### config.mk
export PLATFORM = sky130hd
export DESIGN_NAME = alu_regfile_wb_flat
export DESIGN_NICKNAME = d
export VERILOG_FILES = /design/src/rtl/alu_regfile_wb_if.sv /design/src/rtl/alu_regfile_wb.sv /design/src/flat_wrapper.sv
export SDC_FILE = /design/constraint.sdc
export NUM_CORES = 1
export LEC_CHECK = 0
export ABC_AREA = 1
export BUFFER_PORTS_ARGS = -buffer_cell sky130_fd_sc_hd__buf_2
export CORE_ASPECT_RATIO = 1.5
export CORE_MARGIN = 2
export CORE_UTILIZATION = 55
export CTS_CLUSTER_SIZE = 10
export DETAILED_ROUTE_END_ITERATION = 8
export GPL_ROUTABILITY_DRIVEN = 0
export MAX_ROUTING_LAYER = met4
export PLACE_DENSITY = 0.83
export SLEW_MARGIN = 20
export SYNTH_ARGS = -nofsm -noshare
export SYNTH_HDL_FRONTEND = slang
export SYNTH_SLANG_ARGS = --single-unit
### constraint.sdc
create_clock -name clk -period 2.8 [get_ports clk]
set_input_delay 0.28 -clock clk [delete_from_list [all_inputs] [get_ports clk]]
set_output_delay 0.28 -clock clk [all_outputs]
set_load 0.05 [all_outputs]
### src/rtl/alu_regfile_wb_if.sv
// alu_regfile_wb_if: bundles the instruction handshake, load port, operand
// outputs, ALU result buses and writeback/flag outputs of alu_regfile_wb.
// The slave modport is the stage itself. The master modport is the
// controller/ALU side that surrounds it.
interface alu_regfile_wb_if;
   // instruction request channel
   logic       op_valid;
   logic       op_ready;
   logic [2:0] op_code;
   logic [1:0] rs1;
   logic [1:0] rs2;
   logic [1:0] rd;

   // register preload channel
   logic       ld_valid;
   logic       ld_ready;
   logic [1:0] ld_addr;
   logic [7:0] ld_data;

   // operands presented to the ALU
   logic [7:0] R1;
   logic [7:0] R2;

   // parallel ALU result buses
   logic [7:0] Addition;
   logic [7:0] MultiplyByTwo;
   logic [7:0] DivideByTwo;
   logic [7:0] And;
   logic [7:0] Or;
   logic [7:0] Compare;
   logic       AdditionOverflow;
   logic       MultiplyByTwoOverflow;

   // writeback and status
   logic       wb_valid;
   logic [7:0] wb_data;
   logic       flag_z;
   logic       flag_v;

   modport slave (
      input  op_valid, op_code, rs1, rs2, rd,
      input  ld_valid, ld_addr, ld_data,
      input  Addition, MultiplyByTwo, DivideByTwo, And, Or, Compare,
      input  AdditionOverflow, MultiplyByTwoOverflow,
      output op_ready, ld_ready,
      output R1, R2,
      output wb_valid, wb_data, flag_z, flag_v
   );

   modport master (
      output op_valid, op_code, rs1, rs2, rd,
      output ld_valid, ld_addr, ld_data,
      output Addition, MultiplyByTwo, DivideByTwo, And, Or, Compare,
      output AdditionOverflow, MultiplyByTwoOverflow,
      input  op_ready, ld_ready,
      input  R1, R2,
      input  wb_valid, wb_data, flag_z, flag_v
   );
endinterface

### src/rtl/alu_regfile_wb.sv
// alu_regfile_wb: operand-supply and writeback stage around a combinational
// ALU. It holds a small register file and latches two source operands onto
// R1/R2. One clock later it picks the ALU result bus named by the latched
// opcode, commits it to the destination register and updates the Z/V flags.
// The IDLE -> EXEC -> WRITE sequence gives one instruction per three cycles.
// A preload port writes the register file whenever no writeback can occur.
module alu_regfile_wb #(
   parameter int NREGS = 4
) (
   input logic             clk,
   input logic             rst_n,
   alu_regfile_wb_if.slave bus
);

   localparam int DATA_W = 8;

   localparam logic [1:0] S_IDLE  = 2'd0;
   localparam logic [1:0] S_EXEC  = 2'd1;
   localparam logic [1:0] S_WRITE = 2'd2;

   localparam logic [2:0] OP_ADD = 3'b000;
   localparam logic [2:0] OP_SHL = 3'b001;
   localparam logic [2:0] OP_SHR = 3'b010;
   localparam logic [2:0] OP_AND = 3'b011;
   localparam logic [2:0] OP_OR  = 3'b100;
   localparam logic [2:0] OP_CMP = 3'b101;
   localparam logic [2:0] OP_MOV = 3'b110;
   localparam logic [2:0] OP_NOP = 3'b111;

   logic [1:0]        state_q, state_d;
   logic [DATA_W-1:0] regs_q [NREGS];
   logic [DATA_W-1:0] regs_d [NREGS];
   logic [DATA_W-1:0] r1_q, r1_d;
   logic [DATA_W-1:0] r2_q, r2_d;
   logic [2:0]        opc_q, opc_d;
   logic [1:0]        rd_q, rd_d;
   logic [DATA_W-1:0] wb_data_q, wb_data_d;
   logic              wb_valid_q, wb_valid_d;
   logic              flag_z_q, flag_z_d;
   logic              flag_v_q, flag_v_d;

   logic              op_fire;
   logic              ld_fire;
   logic [DATA_W-1:0] result;
   logic              result_ovf;

   // Pick the ALU bus matching the opcode; MOV passes the second operand.
   function automatic logic [DATA_W-1:0] select_result(
      input logic [2:0]        opc,
      input logic [DATA_W-1:0] add_r,
      input logic [DATA_W-1:0] shl_r,
      input logic [DATA_W-1:0] shr_r,
      input logic [DATA_W-1:0] and_r,
      input logic [DATA_W-1:0] or_r,
      input logic [DATA_W-1:0] cmp_r,
      input logic [DATA_W-1:0] mov_r
   );
      logic [DATA_W-1:0] r;
      case (opc)
         OP_ADD:  r = add_r;
         OP_SHL:  r = shl_r;
         OP_SHR:  r = shr_r;
         OP_AND:  r = and_r;
         OP_OR:   r = or_r;
         OP_CMP:  r = cmp_r;
         OP_MOV:  r = mov_r;
         default: r = '0;
      endcase
      return r;
   endfunction

   // Only ADD and SHL report overflow; every other op clears V.
   function automatic logic select_ovf(
      input logic [2:0] opc,
      input logic       add_v,
      input logic       shl_v
   );
      logic v;
      case (opc)
         OP_ADD:  v = add_v;
         OP_SHL:  v = shl_v;
         default: v = 1'b0;
      endcase
      return v;
   endfunction

   // Handshakes depend on state alone, so there is no path from op_valid to op_ready.
   assign bus.op_ready = (state_q == S_IDLE);
   assign bus.ld_ready = (state_q != S_WRITE);

   assign op_fire = bus.op_valid && (state_q == S_IDLE);
   assign ld_fire = bus.ld_valid && (state_q != S_WRITE);

   assign bus.R1       = r1_q;
   assign bus.R2       = r2_q;
   assign bus.wb_valid = wb_valid_q;
   assign bus.wb_data  = wb_data_q;
   assign bus.flag_z   = flag_z_q;
   assign bus.flag_v   = flag_v_q;

   // Result mux from the latched opcode; the ALU has settled on R1/R2 since EXEC.
   always_comb begin
      result     = select_result(opc_q, bus.Addition, bus.MultiplyByTwo,
                                 bus.DivideByTwo, bus.And, bus.Or,
                                 bus.Compare, r2_q);
      result_ovf = select_ovf(opc_q, bus.AdditionOverflow,
                              bus.MultiplyByTwoOverflow);
   end

   // Next state for the FSM, operand latches, register file and writeback outputs.
   always_comb begin
      state_d    = state_q;
      regs_d     = regs_q;
      r1_d       = r1_q;
      r2_d       = r2_q;
      opc_d      = opc_q;
      rd_d       = rd_q;
      wb_data_d  = wb_data_q;
      wb_valid_d = 1'b0;
      flag_z_d   = flag_z_q;
      flag_v_d   = flag_v_q;

      // A load is never allowed in WRITE, so it cannot collide with the commit below.
      if (ld_fire) begin
         regs_d[bus.ld_addr] = bus.ld_data;
      end

      case (state_q)
         S_IDLE: begin
            if (op_fire) begin
               state_d = S_EXEC;
               // Operands come from regs_q, so a load on this same edge does not bypass.
               r1_d    = regs_q[bus.rs1];
               r2_d    = regs_q[bus.rs2];
               opc_d   = bus.op_code;
               rd_d    = bus.rd;
            end
         end
         S_EXEC: begin
            state_d = S_WRITE;
         end
         S_WRITE: begin
            state_d = S_IDLE;
            if (opc_q != OP_NOP) begin
               regs_d[rd_q] = result;
               wb_data_d    = result;
               wb_valid_d   = 1'b1;
               flag_z_d     = (result == '0);
               flag_v_d     = result_ovf;
            end
         end
         default: begin
            state_d = S_IDLE;
         end
      endcase
   end

   // All state clears immediately on reset, which aborts any instruction in flight.
   always_ff @(posedge clk or negedge rst_n) begin
      if (!rst_n) begin
         state_q    <= S_IDLE;
         for (int i = 0; i < NREGS; i++) begin
            regs_q[i] <= '0;
         end
         r1_q       <= '0;
         r2_q       <= '0;
         opc_q      <= OP_NOP;
         rd_q       <= '0;
         wb_data_q  <= '0;
         wb_valid_q <= 1'b0;
         flag_z_q   <= 1'b0;
         flag_v_q   <= 1'b0;
      end else begin
         state_q    <= state_d;
         regs_q     <= regs_d;
         r1_q       <= r1_d;
         r2_q       <= r2_d;
         opc_q      <= opc_d;
         rd_q       <= rd_d;
         wb_data_q  <= wb_data_d;
         wb_valid_q <= wb_valid_d;
         flag_z_q   <= flag_z_d;
         flag_v_q   <= flag_v_d;
      end
   end

endmodule

### src/flat_wrapper.sv
// flat-port wrapper written by rule: the top's interface ports become plain ports
module alu_regfile_wb_flat 
#(
   parameter int NREGS = 4
)
  (clk, rst_n, bus_op_valid, bus_op_code, bus_rs1, bus_rs2, bus_rd, bus_ld_valid, bus_ld_addr, bus_ld_data, bus_Addition, bus_MultiplyByTwo, bus_DivideByTwo, bus_And, bus_Or, bus_Compare, bus_AdditionOverflow, bus_MultiplyByTwoOverflow, bus_op_ready, bus_ld_ready, bus_R1, bus_R2, bus_wb_valid, bus_wb_data, bus_flag_z, bus_flag_v);
  alu_regfile_wb_if bus_i ();
  input logic clk;
  input logic rst_n;
  input wire logic [$bits(bus_i.op_valid)-1:0] bus_op_valid;
  input wire logic [$bits(bus_i.op_code)-1:0] bus_op_code;
  input wire logic [$bits(bus_i.rs1)-1:0] bus_rs1;
  input wire logic [$bits(bus_i.rs2)-1:0] bus_rs2;
  input wire logic [$bits(bus_i.rd)-1:0] bus_rd;
  input wire logic [$bits(bus_i.ld_valid)-1:0] bus_ld_valid;
  input wire logic [$bits(bus_i.ld_addr)-1:0] bus_ld_addr;
  input wire logic [$bits(bus_i.ld_data)-1:0] bus_ld_data;
  input wire logic [$bits(bus_i.Addition)-1:0] bus_Addition;
  input wire logic [$bits(bus_i.MultiplyByTwo)-1:0] bus_MultiplyByTwo;
  input wire logic [$bits(bus_i.DivideByTwo)-1:0] bus_DivideByTwo;
  input wire logic [$bits(bus_i.And)-1:0] bus_And;
  input wire logic [$bits(bus_i.Or)-1:0] bus_Or;
  input wire logic [$bits(bus_i.Compare)-1:0] bus_Compare;
  input wire logic [$bits(bus_i.AdditionOverflow)-1:0] bus_AdditionOverflow;
  input wire logic [$bits(bus_i.MultiplyByTwoOverflow)-1:0] bus_MultiplyByTwoOverflow;
  output wire logic [$bits(bus_i.op_ready)-1:0] bus_op_ready;
  output wire logic [$bits(bus_i.ld_ready)-1:0] bus_ld_ready;
  output wire logic [$bits(bus_i.R1)-1:0] bus_R1;
  output wire logic [$bits(bus_i.R2)-1:0] bus_R2;
  output wire logic [$bits(bus_i.wb_valid)-1:0] bus_wb_valid;
  output wire logic [$bits(bus_i.wb_data)-1:0] bus_wb_data;
  output wire logic [$bits(bus_i.flag_z)-1:0] bus_flag_z;
  output wire logic [$bits(bus_i.flag_v)-1:0] bus_flag_v;
  assign bus_i.op_valid = bus_op_valid;
  assign bus_i.op_code = bus_op_code;
  assign bus_i.rs1 = bus_rs1;
  assign bus_i.rs2 = bus_rs2;
  assign bus_i.rd = bus_rd;
  assign bus_i.ld_valid = bus_ld_valid;
  assign bus_i.ld_addr = bus_ld_addr;
  assign bus_i.ld_data = bus_ld_data;
  assign bus_i.Addition = bus_Addition;
  assign bus_i.MultiplyByTwo = bus_MultiplyByTwo;
  assign bus_i.DivideByTwo = bus_DivideByTwo;
  assign bus_i.And = bus_And;
  assign bus_i.Or = bus_Or;
  assign bus_i.Compare = bus_Compare;
  assign bus_i.AdditionOverflow = bus_AdditionOverflow;
  assign bus_i.MultiplyByTwoOverflow = bus_MultiplyByTwoOverflow;
  assign bus_op_ready = bus_i.op_ready;
  assign bus_ld_ready = bus_i.ld_ready;
  assign bus_R1 = bus_i.R1;
  assign bus_R2 = bus_i.R2;
  assign bus_wb_valid = bus_i.wb_valid;
  assign bus_wb_data = bus_i.wb_data;
  assign bus_flag_z = bus_i.flag_z;
  assign bus_flag_v = bus_i.flag_v;
  alu_regfile_wb #(.NREGS(NREGS)) u_core (.clk(clk), .rst_n(rst_n), .bus(bus_i));
endmodule
[Yosys cells after proc, flatten, opt, wreduce, memory -nomap -nowiden]
Index checks and enable logic that the tools add are counted.
Word-level totals
  register bits: 66
  input bits: 73
  output and inout port bits: 29
  word-level logic and storage cells: 64
Operators by class
  magnitude comparators: 6
  eq/ne operators: 11
  muxes and demuxes: 21
  bitwise logic cells: 4
  reduce and logical (&&, ||, !) cells: 9
Operators by type and width (number)
  $mux W32: 3
  $bwmux W32: 2
  $pmux W8 S7: 1
  $mux W8: 6
  $bmux W8 S2: 2
  $demux W8 S2: 2
  $ge A3 B3 Y1 const B: 4
  $not A2 Y3: 4
  $eq A3 B3 Y1 const B: 3
  $logic_not A8 Y1: 1
  $eq A3 B2 Y1 const B: 2
  $lt A3 B1 Y1 const B: 2
  $logic_and A1 B1 Y1: 4
  $pmux W2 S2: 1
  $reduce_and A2 Y1: 2
  $eq A3 B1 Y1 const B: 1
  $logic_not A3 Y1: 1
  $ne A3 B3 Y1 const B: 1
  $eq A2 B1 Y1 const B: 1
  $eq A2 B2 Y1 const B: 1
  $logic_not A2 Y1: 1
  $mux W1: 2
  $mux W2: 1
  $ne A2 B1 Y1 const B: 1
  other kinds (2): 2

[Depth between registers and ports, before layout]
  depth in word-level cells: 10
  mapped depth: 11
  mapped depth without buffers: 10

[Worst setup path after synthesis]
Ideal clock, no wire load.
  path kind: reg-to-reg
  start point: reg u_core.state_q[0]
  end point: reg u_core.r2_q[0] (netlist: u_core.bus.R2[0])
  setup time: 0.082 ns
  arrival time: 1.820 ns
  required time: 2.718 ns
  slack: 0.898 ns
  cell stages (with the launch flop): 7
  path buffers: 1
  clock period less this slack: 1.902 ns
  cell sequence: dfrtp_1 nor2_1 nand2_1 clkinv_1 clkbuf_1 nor2_1 a31oi_1
Between the ends
  cells in the longest elaborated chain, start to end: 3
Ends and longest elaborated chain
  start, declared: RTL line alu_regfile_wb.sv:30  | logic [1:0] state_q, state_d;
  start signal, assigned: RTL line alu_regfile_wb.sv:174  | state_q <= state_d;
  $logic_not A2 Y1 *
  via bus_op_ready: RTL line flat_wrapper.sv:26  | output wire logic [$bits(bus_i.op_ready)-1:0] bus_op_ready;
  $logic_and A1 B1 Y1: RTL line alu_regfile_wb.sv:91  | assign op_fire = bus.op_valid && (state_q == S_IDLE);
  $reduce_and A2 Y1 (no source line) *
  end signal, assigned: RTL line alu_regfile_wb.sv:177  | r2_q <= r2_d;
  end, declared: RTL line alu_regfile_wb.sv:34  | logic [DATA_W-1:0] r2_q, r2_d;
Mark *: on every way through the listed nets, which the timed path passes. The rest lies on a longest branch.
A chain may end at the register's enable or synchronous reset.

==> impl_metrics.tcl <==
set metrics [dict create \
    hold_class "in2reg" \
    cts-htree-levels 3 \
    cap_violations 0 \
    gr-usage-all-layers_pct 31.7 \
    power_leakage_nw 2.35 \
    synth_area_leaders "dfrtp_1 (40%), nand2_1 (7.8%), inv_1 (7.6%), o211ai_1 (7.6%), o21ai_0 (5.3%)" \
    core_area_um2 6900 \
    crit_type "reg2reg" \
    fillCellCount 608 \
    die-area_um2 7880 \
    cts_tree "built" \
    finalSetupTns_ns 0 \
    die_w_um 73.2 \
    synth_top_cell_by_area "dfrtp_1" \
    final_cell_area_um2 4630 \
    grt_max_degree 44 \
    hold_viol 0 \
    drc_errors 0 \
    yosysSeqAreaShare_pct 41.9 \
    pwr_density_cell_nw_per_um2 1020 \
    vdd_drop_max_mv 0.449 \
    antenna_found_initial 0 \
    cp.required_ns 3.05 \
    numClockSinks 66 \
    clock_latency_ns 0.36 \
    numCtsBuffers 9 \
    yosys_most_used_dff "dfrtp_1" \
    synth_most_common_cell "nand2_1" \
    drt-initial-drc-count 338 \
    yosysWarnings 0 \
    fin_nets 677 \
    drive_above_1_share_pct 22.9 \
    area_delta_synth_final_pct 17.4 \
    startpoint_type "flip-flop" \
    yosysTopAreaCellShare_pct 39.9 \
    fmax_mhz 451 \
    num_rows 37 \
    syn-num-nets 595 \
    hpwlAfterDp_um 8320 \
    port_buffers 101 \
    synth-edff-count 0 \
    cp_top_family "flip-flops" \
    cts_root_buffer "clkbuf_8" \
    syn_area_per_cell_um2 7.56 \
    rsz0062_at_grt "false" \
    crit_arrival_ns 2.47 \
    fin_crit_ns 2.22 \
    cp_slowest_cell "dfstp_2" \
    num_vias 4102 \
    critPathMostFrequentCell "inv_1" \
    clock_path_buffers 2 \
    ys_ff_latch 66 \
    synth_top_cells_by_count "nand2_1 (82), inv_1 (80), dfrtp_1 (63), o21ai_0 (42), o211ai_1 (40)" \
    endpoint_kind "flip-flop" \
    path_max_fanout 22 \
    synth.distinct_cells 28 \
    drt-total-wl_um 11700 \
    placed_area_um2 4400 \
    clkTransAtPathRegs_ns 0.07 \
    n_antenna_cell 0 \
    drt_first_pass_iters 6 \
    wire_per_inst_um 17.0 \
    skew_ns 0.00971 \
    drv_slew 0 \
    post_cts.repair.setup_buffers 0 \
    async_reset_ff_share_pct 100 \
    max_stage_delay_ns 0.75 \
    status "complete, no violations" \
    grt_remaining_overflow 0 \
    drt-vias-per-instance 5.99 \
    tightest_slew_ns 0.661 \
    r2r_slack_ns 0.58 \
    syn_area_um2 3950 \
    slew_headroom_pct 55.8 \
    setup_viol 0 \
    die-height_um 108 \
    ant_nets 0 \
    start_util_pct 57.2 \
    cp_cell_sequence "inv_1 -> nand3_1 -> inv_2 -> nand2_1 -> nand3_1 -> nor2_1 -> inv_1 -> o21ai_1 -> inv_1" \
    grt_pass1_wl_um 18400 \
    grt_pass1_vias 3915 \
    crit_buf_inv 4 \
    syn_inst 522 \
    pin_count 102 \
    period_share_pct 79.2 \
]
## what timing repair did
item	in CTS	in global routing
gates resized for setup	0	0
hold buffers	1	0
hold endpoints to repair	13	0
endpoints found under the setup margin	0	0
## worst reg2reg max path: stages, from the launching register on
cell and delay (ns):
dfstp_2 0.75, inv_1 0.30, nand3_1 0.20, inv_2 0.08
nand2_1 0.06, nand3_1 0.07, nor2_1 0.28, inv_1 0.16
o21ai_1 0.16, inv_1 0.06
## registers in the layout, summed over array words and instances, names as in the netlist, 2 cells and up
name and flops:
u_core.rd_q 2, u_core.regs_q 32, u_core.bus.R1 8, u_core.bus.wb_data 8, u_core.state_q 2, u_core.opc_q 3, u_core.bus.R2 8
## metrics by stage
step                      worst slack [ns]  utilization, %  instances  hold slack (ns)  total power [mW]
after floorplan                      0.898               -        522          -0.0156              3.22
after global placement               0.720            63.8        670            0.234              3.68
after detailed placement             0.660            63.8        670            0.239              3.77
after CTS                            0.657            67.2        685            0.149              4.70
after global routing                 0.425            67.2        685            0.163              5.00
final                                0.583            67.2        685            0.151              4.71
## cells by family after synthesis
| family | count (synthesis) | synth area share [%] |
|---|---|---|
| buffers and inverters | 121 | 12.8 |
| flip-flops | 66 | 41.9 |
| AO/OA/AOI/OAI | 153 | 22.5 |
| AND/OR/NAND/NOR | 182 | 22.8 |
## power breakdown
group	leakage (nW)	switching, mW	total (mW)	internal (mW)
clock	0.115	0.353	0.918	0.564
combinational	1.45	1.49	2.09	0.600
sequential	0.783	0.345	1.70	1.36
## layout make-up
cell class / instances / area (µm²) / area share, %
multi-input combinational: 335 / 1790 / 38.6
timing repair buffer: 104 / 531 / 11.5
sequential: 66 / 1660 / 35.7
clock buffer: 12 / 165 / 3.56
inverter: 88 / 338 / 7.29
tap: 78 / 97.6 / 2.11
clock inverter: 2 / 60.1 / 1.30
## metal layers
| layer | vias to the layer above | global-route usage (%) | wire length, µm |
|---|---|---|---|
| li1 | 1932 | - | - |
| met1 | 1897 | 35.2 | 4220 |
| met2 | 225 | 52.7 | 6050 |
| met3 | 48 | 4.87 | 961 |
| met4 | 0 | 19.0 | 428 |
| met5 | - | - | 0 |
## final timing paths
path,startpoint,depth (start not counted),end
min in group asynchronous,rst_n,2,u_core.bus.R1[2]$_DFFE_PN0P_
worst min-delay path,bus_rd[0],3,u_core.rd_q[0]$_DFFE_PN0P_
max in group asynchronous,rst_n,3,u_core.bus.R1[6]$_DFFE_PN0P_
worst max-delay path,u_core.opc_q[0]$_DFFE_PN1P_,9,u_core.regs_q[28]$_DFF_PN0_
worst max register to register,u_core.opc_q[0]$_DFFE_PN1P_,9,u_core.regs_q[28]$_DFF_PN0_
worst min register to register,u_core.state_q[1]$_DFFE_PN0P_,1,u_core.state_q[1]$_DFFE_PN0P_
## cell usage in the layout, fill, tap and decap left out, drive strengths merged
| master | n |
|---|---|
| a21oi | 26 |
| a31oi | 16 |
| buf | 103 |
| bufinv | 2 |
| clkbuf | 12 |
| dfrtp | 63 |
| dfstp | 3 |
| dlygate4sd3 | 1 |
| inv | 88 |
| nand2 | 83 |
| nand3 | 31 |
| nand4 | 32 |
| nor2 | 34 |
| nor3 | 1 |
| nor3b | 1 |
| o211ai | 40 |
| o21a | 1 |
| o21ai | 70 |
No activity file was read; power rests on OpenSTA's default activity.
